--- src/rtl/aes_rkey_reverse_buffer_if.sv ---
// Roundkey buffer bus: expander load port, replay control/status and the
// roundkey stream towards the decrypt round engine.
interface aes_rkey_reverse_buffer_if #(
  parameter int KW = 128
);
  logic [0:KW-1] rkey_in;
  logic          rkey_in_vld;
  logic          rkey_in_last;
  logic          key_valid;
  logic          key_err;
  logic          start;
  logic          busy;
  logic [0:KW-1] rk_out;
  logic          rk_vld;
  logic          rk_rdy;
  logic          rk_first;
  logic          rk_last;

  modport master (
    output rkey_in, rkey_in_vld, rkey_in_last, start, rk_rdy,
    input  key_valid, key_err, busy, rk_out, rk_vld, rk_first, rk_last
  );

  modport slave (
    input  rkey_in, rkey_in_vld, rkey_in_last, start, rk_rdy,
    output key_valid, key_err, busy, rk_out, rk_vld, rk_first, rk_last
  );
endinterface

--- src/rtl/aes_rkey_reverse_buffer.sv ---
// Stores a forward-order roundkey schedule (key 0 first) and replays it
// last-key-first, once per start, to the inverse cipher datapath.
module aes_rkey_reverse_buffer #(
  parameter int NR = 14,
  parameter int KW = 128
) (
  input  logic                       clk,
  input  logic                       rst,
  aes_rkey_reverse_buffer_if.slave   io
);
  localparam int IW = (NR > 0) ? $clog2(NR + 1) : 1;
  localparam logic [IW-1:0] NR_I = IW'(NR);

  typedef enum logic [1:0] {S_EMPTY, S_LOAD, S_READY, S_REPLAY} state_e;

  state_e        state_q, state_d;
  logic [IW-1:0] wr_idx_q, wr_idx_d;
  logic [IW-1:0] rd_idx_q, rd_idx_d;
  logic          key_valid_q, key_valid_d;
  logic          key_err_q, key_err_d;
  logic          rk_vld_q, rk_vld_d;
  logic          rk_first_q, rk_first_d;
  logic          rk_last_q, rk_last_d;
  logic [0:KW-1] rk_out_q, rk_out_d;
  logic [0:KW-1] mem_q [0:NR];

  logic          ld_start, in_load_beat, at_end, load_done, load_err;
  logic          wr_en, rep_go, xfer, rep_end;
  logic [IW-1:0] wr_addr, rd_prev;

  // Event decode shared by the next-state and datapath processes. A new
  // beat outside LOAD always restarts the schedule at entry 0.
  always_comb begin
    ld_start     = io.rkey_in_vld && (state_q != S_LOAD);
    in_load_beat = io.rkey_in_vld && (state_q == S_LOAD);
    at_end       = (wr_idx_q == NR_I);
    load_done    = (in_load_beat && io.rkey_in_last && at_end) ||
                   (ld_start && io.rkey_in_last && (NR_I == '0));
    load_err     = (in_load_beat && (io.rkey_in_last != at_end)) ||
                   (ld_start && io.rkey_in_last && (NR_I != '0));
    // An overlong schedule's extra beat would land past the last entry.
    wr_en        = !rst && (ld_start || (in_load_beat && !(at_end && !io.rkey_in_last)));
    wr_addr      = ld_start ? '0 : wr_idx_q;
    rep_go       = (state_q == S_READY) && io.start && !io.rkey_in_vld;
    xfer         = (state_q == S_REPLAY) && io.rk_rdy && !io.rkey_in_vld;
    rep_end      = xfer && (rd_idx_q == '0);
    rd_prev      = rd_idx_q - IW'(1);
  end

  always_ff @(posedge clk) begin
    if (wr_en) mem_q[wr_addr] <= io.rkey_in;
  end

  always_ff @(posedge clk) begin
    if (rst) begin
      state_q     <= S_EMPTY;
      wr_idx_q    <= '0;
      rd_idx_q    <= '0;
      key_valid_q <= 1'b0;
      key_err_q   <= 1'b0;
      rk_vld_q    <= 1'b0;
      rk_first_q  <= 1'b0;
      rk_last_q   <= 1'b0;
      rk_out_q    <= '0;
    end else begin
      state_q     <= state_d;
      wr_idx_q    <= wr_idx_d;
      rd_idx_q    <= rd_idx_d;
      key_valid_q <= key_valid_d;
      key_err_q   <= key_err_d;
      rk_vld_q    <= rk_vld_d;
      rk_first_q  <= rk_first_d;
      rk_last_q   <= rk_last_d;
      rk_out_q    <= rk_out_d;
    end
  end

  always_comb begin
    state_d = state_q;
    if (load_err)       state_d = S_EMPTY;
    else if (load_done) state_d = S_READY;
    else if (ld_start)  state_d = S_LOAD;
    else if (rep_go)    state_d = S_REPLAY;
    else if (rep_end)   state_d = S_READY;
  end

  always_comb begin
    wr_idx_d    = wr_idx_q;
    rd_idx_d    = rd_idx_q;
    key_valid_d = key_valid_q;
    key_err_d   = key_err_q;
    rk_vld_d    = rk_vld_q;
    rk_first_d  = rk_first_q;
    rk_last_d   = rk_last_q;
    rk_out_d    = rk_out_q;

    if (ld_start)          wr_idx_d = IW'(1);
    else if (in_load_beat) wr_idx_d = wr_idx_q + IW'(1);

    if (ld_start)  key_valid_d = 1'b0;
    if (load_done) key_valid_d = 1'b1;
    if (load_err)  key_err_d   = 1'b1;
    if (load_done) key_err_d   = 1'b0;

    // Any load beat kills an in-flight replay, whatever rk_rdy says.
    if (io.rkey_in_vld) begin
      rk_vld_d   = 1'b0;
      rk_first_d = 1'b0;
      rk_last_d  = 1'b0;
    end else if (rep_go) begin
      rd_idx_d   = NR_I;
      rk_out_d   = mem_q[NR_I];
      rk_vld_d   = 1'b1;
      rk_first_d = 1'b1;
      rk_last_d  = (NR_I == '0);
    end else if (rep_end) begin
      rk_vld_d   = 1'b0;
      rk_first_d = 1'b0;
      rk_last_d  = 1'b0;
    end else if (xfer) begin
      rd_idx_d   = rd_prev;
      rk_out_d   = mem_q[rd_prev];
      rk_first_d = 1'b0;
      rk_last_d  = (rd_prev == '0);
    end
  end

  assign io.key_valid = key_valid_q;
  assign io.key_err   = key_err_q;
  assign io.busy      = (state_q == S_REPLAY);
  assign io.rk_out    = rk_out_q;
  assign io.rk_vld    = rk_vld_q;
  assign io.rk_first  = rk_first_q;
  assign io.rk_last   = rk_last_q;
endmodule

--- src/flat_wrapper.sv ---
// flat-port wrapper written by rule: the top's interface ports become plain ports
module aes_rkey_reverse_buffer_flat 
#(
  parameter int NR = 14,
  parameter int KW = 128
)
  (clk, rst, io_rkey_in, io_rkey_in_vld, io_rkey_in_last, io_start, io_rk_rdy, io_key_valid, io_key_err, io_busy, io_rk_out, io_rk_vld, io_rk_first, io_rk_last);
  aes_rkey_reverse_buffer_if #(.KW(KW)) io_i ();
  input  logic clk;
  input  logic rst;
  input wire logic [$bits(io_i.rkey_in)-1:0] io_rkey_in;
  input wire logic [$bits(io_i.rkey_in_vld)-1:0] io_rkey_in_vld;
  input wire logic [$bits(io_i.rkey_in_last)-1:0] io_rkey_in_last;
  input wire logic [$bits(io_i.start)-1:0] io_start;
  input wire logic [$bits(io_i.rk_rdy)-1:0] io_rk_rdy;
  output wire logic [$bits(io_i.key_valid)-1:0] io_key_valid;
  output wire logic [$bits(io_i.key_err)-1:0] io_key_err;
  output wire logic [$bits(io_i.busy)-1:0] io_busy;
  output wire logic [$bits(io_i.rk_out)-1:0] io_rk_out;
  output wire logic [$bits(io_i.rk_vld)-1:0] io_rk_vld;
  output wire logic [$bits(io_i.rk_first)-1:0] io_rk_first;
  output wire logic [$bits(io_i.rk_last)-1:0] io_rk_last;
  assign io_i.rkey_in = io_rkey_in;
  assign io_i.rkey_in_vld = io_rkey_in_vld;
  assign io_i.rkey_in_last = io_rkey_in_last;
  assign io_i.start = io_start;
  assign io_i.rk_rdy = io_rk_rdy;
  assign io_key_valid = io_i.key_valid;
  assign io_key_err = io_i.key_err;
  assign io_busy = io_i.busy;
  assign io_rk_out = io_i.rk_out;
  assign io_rk_vld = io_i.rk_vld;
  assign io_rk_first = io_i.rk_first;
  assign io_rk_last = io_i.rk_last;
  aes_rkey_reverse_buffer #(.NR(NR), .KW(KW)) u_core (.clk(clk), .rst(rst), .io(io_i));
endmodule
--- config.mk ---
export PLATFORM = sky130hd
export DESIGN_NAME = aes_rkey_reverse_buffer_flat
export DESIGN_NICKNAME = d
export VERILOG_FILES = /design/src/rtl/aes_rkey_reverse_buffer_if.sv /design/src/rtl/aes_rkey_reverse_buffer.sv /design/src/flat_wrapper.sv
export SDC_FILE = /design/constraint.sdc
export NUM_CORES = 2
export LEC_CHECK = 0
export CAP_MARGIN = 40
export CORE_ASPECT_RATIO = 0.6
export CORE_MARGIN = 2
export CORE_UTILIZATION = 61
export CTS_BUF_LIST = sky130_fd_sc_hd__clkbuf_2
export CTS_CLUSTER_DIAMETER = 50
export DETAILED_ROUTE_END_ITERATION = 12
export PLACE_DENSITY = 0.81
export SLEW_MARGIN = 10
export SYNTH_ARGS = -nofsm -noshare
export SYNTH_HDL_FRONTEND = slang
export SYNTH_SLANG_ARGS = --single-unit
--- constraint.sdc ---
create_clock -name clk -period 15.5 [get_ports clk]
set_input_delay 1.55 -clock clk [delete_from_list [all_inputs] [get_ports clk]]
set_output_delay 1.55 -clock clk [all_outputs]
set_load 0.02 [all_outputs]
==> Word level (Yosys, flattened, before mapping) <==
Memory sizes are Yosys's and may differ from the RTL's.
Cells that the tools add are included.
{ "op_classes": {"addsub": 2, "eq_ne": 7, "muxes": 22, "bitwise_logic": 1, "n_reduce_logical": 36} }
{ "op_table": {"columns": ["cell", "count"], "rows": [
  ["$mux W128", 3],
  ["$mux W4", 4],
  ["$logic_and A1 B1 Y1", 14],
  ["$mux W1", 11],
  ["$logic_not A4 Y1", 2],
  ["$mux W2", 4],
  ["$reduce_bool A2 Y1", 4],
  ["$reduce_or A2 Y1", 4],
  ["$reduce_bool A3 Y1", 2],
  ["$add A4 B1 Y4 const B", 1],
  ["$eq A2 B2 Y1 const B", 2],
  ["$eq A4 B4 Y1 const B", 1],
  ["$logic_not A1 Y1", 4],
  ["$ne A2 B1 Y1 const B", 2],
  ["$reduce_bool A4 Y1", 1],
  ["$reduce_or A4 Y1", 1],
  ["$sub A4 B1 Y4 const B", 1],
  ["$reduce_and A3 Y1", 1],
  ["$reduce_or A3 Y1", 1],
  ["$eq A2 B1 Y1 const B", 1],
  ["$logic_or A1 B1 Y1", 2],
  ["$ne A1 B1 Y1", 1],
  ["$not A1 Y1", 1]
]} }
{ "word_totals": {"ff_bits": 143, "ram_bits": 1920, "inputBits": 134, "output_inout_bits": 134, "elab_cells": 80, "n_memories": 1} }
{ "memory_table": {"columns": ["memory", "words", "width", "read_ports", "rd_ports_with_merged_regs", "write_ports", "line_no", "source"], "rows": [
  ["u_core.mem_q", 15, 128, 2, 0, 1, "aes_rkey_reverse_buffer.sv:25", "logic [0:KW-1] mem_q [0:NR];"]
]} }

==> Logic depth before layout (Yosys ltp) <==
{ "logic_depth": {"depth_word": 8, "depth_mapped": 15, "ltp_nobuf": 7} }

==> Worst setup path before layout <==
OpenSTA, ideal clock, no wires.
{ "synth_path": {"path_type": "input port to flip-flop", "from": "input io_rkey_in_last", "to": "memory u_core.mem_q[12][0] (netlist bit), enable pin", "setup_time_ns": 0.799, "arrival_ns": 11.370, "t_required_ns": 14.701, "slack_ns": 3.332, "stages": 5, "path_buffers": 0, "cell_sequence": "inv_1 > ha_1 > nor3_1 > o211ai_1 > nor3b_1"} }
{ "synth_via": {"elab_chain_len": 8} }
{ "synth_lines": {"columns": ["item", "line_no", "source"], "rows": [
  ["start: declaration", "flat_wrapper.sv:13", "input wire logic [$bits(io_i.rkey_in_last)-1:0] io_rkey_in_last;"],
  ["$logic_not A1 Y1", "aes_rkey_reverse_buffer.sv:42", "wr_en = !rst && (ld_start || (in_load_beat && !(at_end && !io.rkey_in_last)));"],
  ["$logic_and A1 B1 Y1", "aes_rkey_reverse_buffer.sv:42", null],
  ["$logic_not A1 Y1", "aes_rkey_reverse_buffer.sv:42", null],
  ["$logic_and A1 B1 Y1", "aes_rkey_reverse_buffer.sv:42", null],
  ["$logic_or A1 B1 Y1", "aes_rkey_reverse_buffer.sv:42", null],
  ["$logic_and A1 B1 Y1", "aes_rkey_reverse_buffer.sv:42", null],
  ["$mux W1", "aes_rkey_reverse_buffer.sv:51", "if (wr_en) mem_q[wr_addr] <= io.rkey_in;"],
  ["$mux W1 (implied by the code)", "aes_rkey_reverse_buffer.sv:51", null],
  ["end: declaration", "aes_rkey_reverse_buffer.sv:25", null]
]} }
No other way between the ends.

==> Worst setup path after layout <==
{ "layout_path": {"from": "register u_core.rd_idx_q[0]", "to": "register u_core.rk_out_q (netlist bit u_core.io.rk_out[81])"} }
{ "layout_via": {"elab_chain_len": 5, "elab_cells_between_ends": 9, "cone_classes": "add/sub (1); eq/ne (1); mux (3); reduce/logical (3); memory (1)"} }
{ "layout_lines": {"columns": ["item", "line_no", "source"], "rows": [
  ["start: declaration", "aes_rkey_reverse_buffer.sv:18", "logic [IW-1:0] rd_idx_q, rd_idx_d;"],
  ["start signal: assignment", "aes_rkey_reverse_buffer.sv:68", "rd_idx_q <= rd_idx_d;"],
  ["$sub A4 B1 Y4", "aes_rkey_reverse_buffer.sv:47", "rd_prev = rd_idx_q - IW'(1);"],
  ["$mem_v2 Z15 W128", null, null],
  ["$mux W128", "aes_rkey_reverse_buffer.sv:120", "end else if (xfer) begin"],
  ["$mux W128", "aes_rkey_reverse_buffer.sv:116", "end else if (rep_end) begin"],
  ["$mux W128", "aes_rkey_reverse_buffer.sv:110", "end else if (rep_go) begin"],
  ["end signal: assignment", "aes_rkey_reverse_buffer.sv:74", "rk_out_q <= rk_out_d;"],
  ["end: declaration", "aes_rkey_reverse_buffer.sv:24", "logic [0:KW-1] rk_out_q, rk_out_d;"]
]} }
Several ways; a longest one is shown, not always the timed one. The select of a mux whose other input is x is not followed.
A chain may end at the register's enable or synchronous reset.

==> results.sh <==
export IMPL_post_cts_hold_buffer_count=0
export IMPL_fp_dieW_um=470
export IMPL_grt_total_usage_pct=28.1
export IMPL_placeableCoreArea_um2=129000
export IMPL_run_status="complete, no violations"
export IMPL_cts_sinks=2063
export IMPL_synth_cells_most_frequent="sky130_fd_sc_hd__edfxtp_1, sky130_fd_sc_hd__mux2_2, sky130_fd_sc_hd__mux4_2"
export IMPL_post_synth_main_area_contributors="sky130_fd_sc_hd__edfxtp_1, sky130_fd_sc_hd__mux4_2, sky130_fd_sc_hd__mux2_2"
export IMPL_dieArea_um2=134000
export IMPL_drt_wirelength_per_cell_um=29.0
export IMPL_grt_setup_unrepaired="false"
export IMPL_grt_first_pass_wirelength_um=276000
export IMPL_reg2reg_setup_slack_ns=10.65
export IMPL_avgSynthCellArea_um2=21.0
export IMPL_synth_main_ff_cell="sky130_fd_sc_hd__edfxtp_1"
export IMPL_synth_sequential_area_ratio_pct=76.0
export IMPL_io_buffers=267
export IMPL_number_of_distinct_library_cells_after_synthesis=44
export IMPL_root_buffer_selected_by_cts="sky130_fd_sc_hd__clkbuf_2"
export IMPL_clock_latency_at_the_later_pin_of_the_worst_skew_pair_ns=1.78
export IMPL_total_leakage_power_nw=28.4
export IMPL_finalHoldViolCount=0
export IMPL_timing_setup_tns_ns=0
export IMPL_post_synth_inst_count=3799
export IMPL_synth_top_cell_area_share_pct=72.4
export IMPL_period_share_pct=31.3
export IMPL_clkSlewWorstSetupHoldPaths_ns=0.11
export IMPL_setup_worst_path_start="u_core.rd_idx_q[0]$_SDFFE_PP0P_"
export IMPL_endpoint_kind="flip-flop"
export IMPL_transition_time_at_the_pin_with_the_least_slew_margin_ns=1.23
export IMPL_wl_met1_um=74600
export IMPL_worst_path_maximum_fanout=123
export IMPL_via_count=41100
export IMPL_drt_pass1_iterations=5
export IMPL_capturing_element_of_the_worst_setup_path="u_core.io.rk_out[81]$_SDFFE_PP0P_"
export IMPL_post_synth_instance_area_um2=79600
export IMPL_place_congestion=0.767
export IMPL_tritoncts="built"
export IMPL_path_class="flip-flop to flip-flop"
export IMPL_max_clock_path_buffers=4
export IMPL_flow_area_growth_from_synthesis_pct=11.4
export IMPL_worstReg2RegStart="u_core.rd_idx_q[0]$_SDFFE_PP0P_"
export IMPL_slew_headroom_pct=17.7
export IMPL_rr_endpoint="u_core.io.rk_out[81]$_SDFFE_PP0P_"
export IMPL_maxClockFrequency_mhz=206
export IMPL_grt_remaining_overflow=0
export IMPL_pin_count_of_the_biggest_net_entering_global_routing=153
export IMPL_drtAntennaViolNets=0
export IMPL_irDropWorstVdd_v=0.0000730
export IMPL_timing_max_cap_violations=0
export IMPL_maxUsedRoutingLayer="met5"
export IMPL_avgViaCountPerCell=6.38
export IMPL_postCtsResizedCells=0
export IMPL_post_cts_buffers=0
export IMPL_cts_buffers_inserted=442
export IMPL_yosys_cell_count_top_type="sky130_fd_sc_hd__edfxtp_1"
export IMPL_worst_r2r_cell_count=9
export IMPL_floorplan_initialDensity_pct=61.6
export IMPL_route_met3_wl_um=16700
export IMPL_first_global_vias=42300
export IMPL_count_of_routing_violations_after_the_opening_detailed_route_iteration=4996
export IMPL_wl_met2_um=91700
export IMPL_final_max_slew_viol_count=0
export IMPL_ctsHtreeMaxLevel=5
export IMPL_synth_edff_count=1920
export IMPL_worst_clock_skew_ns=0.131
export IMPL_worst_ep_required_time_ns=17.04
export IMPL_place_detailed_hpwl_um=89300
export IMPL_timing_hold_worst_class="input port to flip-flop"
export IMPL_drive_gt1_share_pct=33.8
export IMPL_worst_ep_arrival_time_ns=6.39
export IMPL_yosys_warning_total=0
export IMPL_cell_taking_the_most_area_after_synthesis="sky130_fd_sc_hd__edfxtp_1"
export IMPL_synth_async_reset_ratio_pct=0
export IMPL_final_nets=4500
export IMPL_rows=102
export IMPL_mappedNetlistNets=3939
export IMPL_finalCriticalPeriod_ns=4.85
export IMPL_setup_violations_final=0
export IMPL_drc=0
export IMPL_die_h_um=284
export IMPL_wl_um=187000
export IMPL_number_of_flip_flops_and_latches_in_the_synthesized_netlist=2063
export IMPL_dpl_cell_count=5631
export IMPL_start_kind="flip-flop"
export IMPL_top_level_ports=268
export IMPL_finalNonFillerCells=6447
export IMPL_antenna_found_initial=22
export IMPL_power_per_cell_area_nw_per_um2=107
-- state kept, by name, indices dropped and copies added, names as in the netlist --
signal               flops
u_core.wr_idx_q          4
u_core.rd_idx_q          4
u_core.state_q           2
u_core.io.rk_out       128
u_core.io.rk_first       1
u_core.io.key_err        1
u_core.mem_q          1920
u_core.io.rk_vld         1
u_core.io.rk_last        1
u_core.io.key_valid      1
-- metal layers --
metal  GRT usage (%)  vias to the layer above
met4            10.1                       14
li1                -                    17200
met1            40.1                    21300
met3            5.12                      277
met5               0                        -
met2            44.5                     2331
-- worst max-delay path, stage by stage, from the launching register on --
cell and delay, ns:
sky130_fd_sc_hd__dfxtp_4 0.86, sky130_fd_sc_hd__inv_4 0.34, sky130_fd_sc_hd__ha_1 0.38, sky130_fd_sc_hd__xnor2_2 0.35, sky130_fd_sc_hd__buf_6 0.25, sky130_fd_sc_hd__buf_12 0.64, sky130_fd_sc_hd__buf_4 0.80, sky130_fd_sc_hd__mux4_2 0.61
sky130_fd_sc_hd__nand2_1 0.10, sky130_fd_sc_hd__o221ai_1 0.11
-- layout make-up --
| class | count | area [um^2] |
|---|---|---|
| Sequential cell | 2063 | 60500 |
| Fill cell | 8030 | 40600 |
| Multi-Input combinational cell | 1499 | 18200 |
| Timing Repair Buffer | 347 | 3770 |
| Clock buffer | 703 | 3520 |
| Tap cell | 1716 | 2150 |
| Clock inverter | 96 | 433 |
| Antenna cell | 16 | 40.0 |
| Inverter | 7 | 28.8 |
-- worst min path at each step --
stage / slack, ns / start / to / cells past startpoint
finish: 0.24 / rst / u_core.io.rk_out[88]$_SDFFE_PP0P_ / 2
global route: 0.18 / rst / u_core.wr_idx_q[1]$_SDFFE_PP0P_ / 2
CTS: 0.04 / rst / u_core.wr_idx_q[2]$_SDFFE_PP0P_ / 2
detailed placement: 0.48 / u_core.io.rk_last$_SDFFE_PP0P_ / u_core.io.rk_last$_SDFFE_PP0P_ / 2
global placement: 0.47 / u_core.io.key_valid$_SDFFE_PP0P_ / u_core.io.key_valid$_SDFFE_PP0P_ / 2
floorplan: 0.53 / u_core.io.key_valid$_SDFFE_PP0P_ / u_core.io.key_valid$_SDFFE_PP0P_ / 2
-- logic make-up after synthesis --
logic type	share of synthesized area, %
muxes	17.9
xor gates and xnor gates	0.0220
adders and majority gates	0.0943
AOI/OAI and AO/OA	3.03
DFF	76.0
and+or+nand+nor	1.63
buffers and inverters	1.31
-- through the flow --
| stage | area [um^2] | setup slack [ns] | util (%) | total power, mW | hold WS, ns |
|---|---|---|---|---|---|
| after floorplan | 79600 | 3.33 | - | 6.25 | 0.535 |
| after global placement | 84200 | 9.79 | 65.2 | 6.35 | 0.469 |
| after detailed placement | 84700 | 9.75 | 65.5 | 6.36 | 0.484 |
| after CTS | 88600 | 10.59 | 68.5 | 9.54 | 0.0441 |
| after global routing | 88700 | 10.41 | 68.6 | 9.83 | 0.183 |
| final | 88700 | 10.65 | 68.6 | 9.47 | 0.242 |
-- cells in the final DEF (no fill, tap or decap), types with 4 or more instances in the layout --
| master | n |
|---|---|
| sky130_fd_sc_hd__a2bb2oi_1 | 128 |
| sky130_fd_sc_hd__diode_2 | 16 |
| sky130_fd_sc_hd__buf_4 | 46 |
| sky130_fd_sc_hd__nand2_1 | 262 |
| sky130_fd_sc_hd__nand3b_1 | 4 |
| sky130_fd_sc_hd__buf_12 | 22 |
| sky130_fd_sc_hd__clkinv_2 | 12 |
| sky130_fd_sc_hd__buf_16 | 11 |
| sky130_fd_sc_hd__edfxtp_1 | 1920 |
| sky130_fd_sc_hd__mux2i_1 | 128 |
| sky130_fd_sc_hd__mux4_2 | 384 |
| sky130_fd_sc_hd__nor2_4 | 15 |
| sky130_fd_sc_hd__mux2_2 | 384 |
| sky130_fd_sc_hd__clkbuf_2 | 703 |
| sky130_fd_sc_hd__nor2_1 | 6 |
| sky130_fd_sc_hd__a21oi_1 | 8 |
| sky130_fd_sc_hd__dfxtp_1 | 142 |
| sky130_fd_sc_hd__inv_1 | 6 |
| sky130_fd_sc_hd__nor3_1 | 6 |
| sky130_fd_sc_hd__clkdlybuf4s50_1 | 266 |
| sky130_fd_sc_hd__a211oi_1 | 4 |
| sky130_fd_sc_hd__o221ai_1 | 128 |
| sky130_fd_sc_hd__ha_1 | 5 |
| sky130_fd_sc_hd__clkinv_1 | 80 |
-- power breakdown --
group	total (mW)	switching (mW)	internal [mW]	leakage, nW
sequential	6.10	0.00584	6.09	18.5
combinational	0.131	0.0970	0.0341	6.86
clock	3.24	2.02	1.22	3.13
Power figures use the tool's default switching activity.
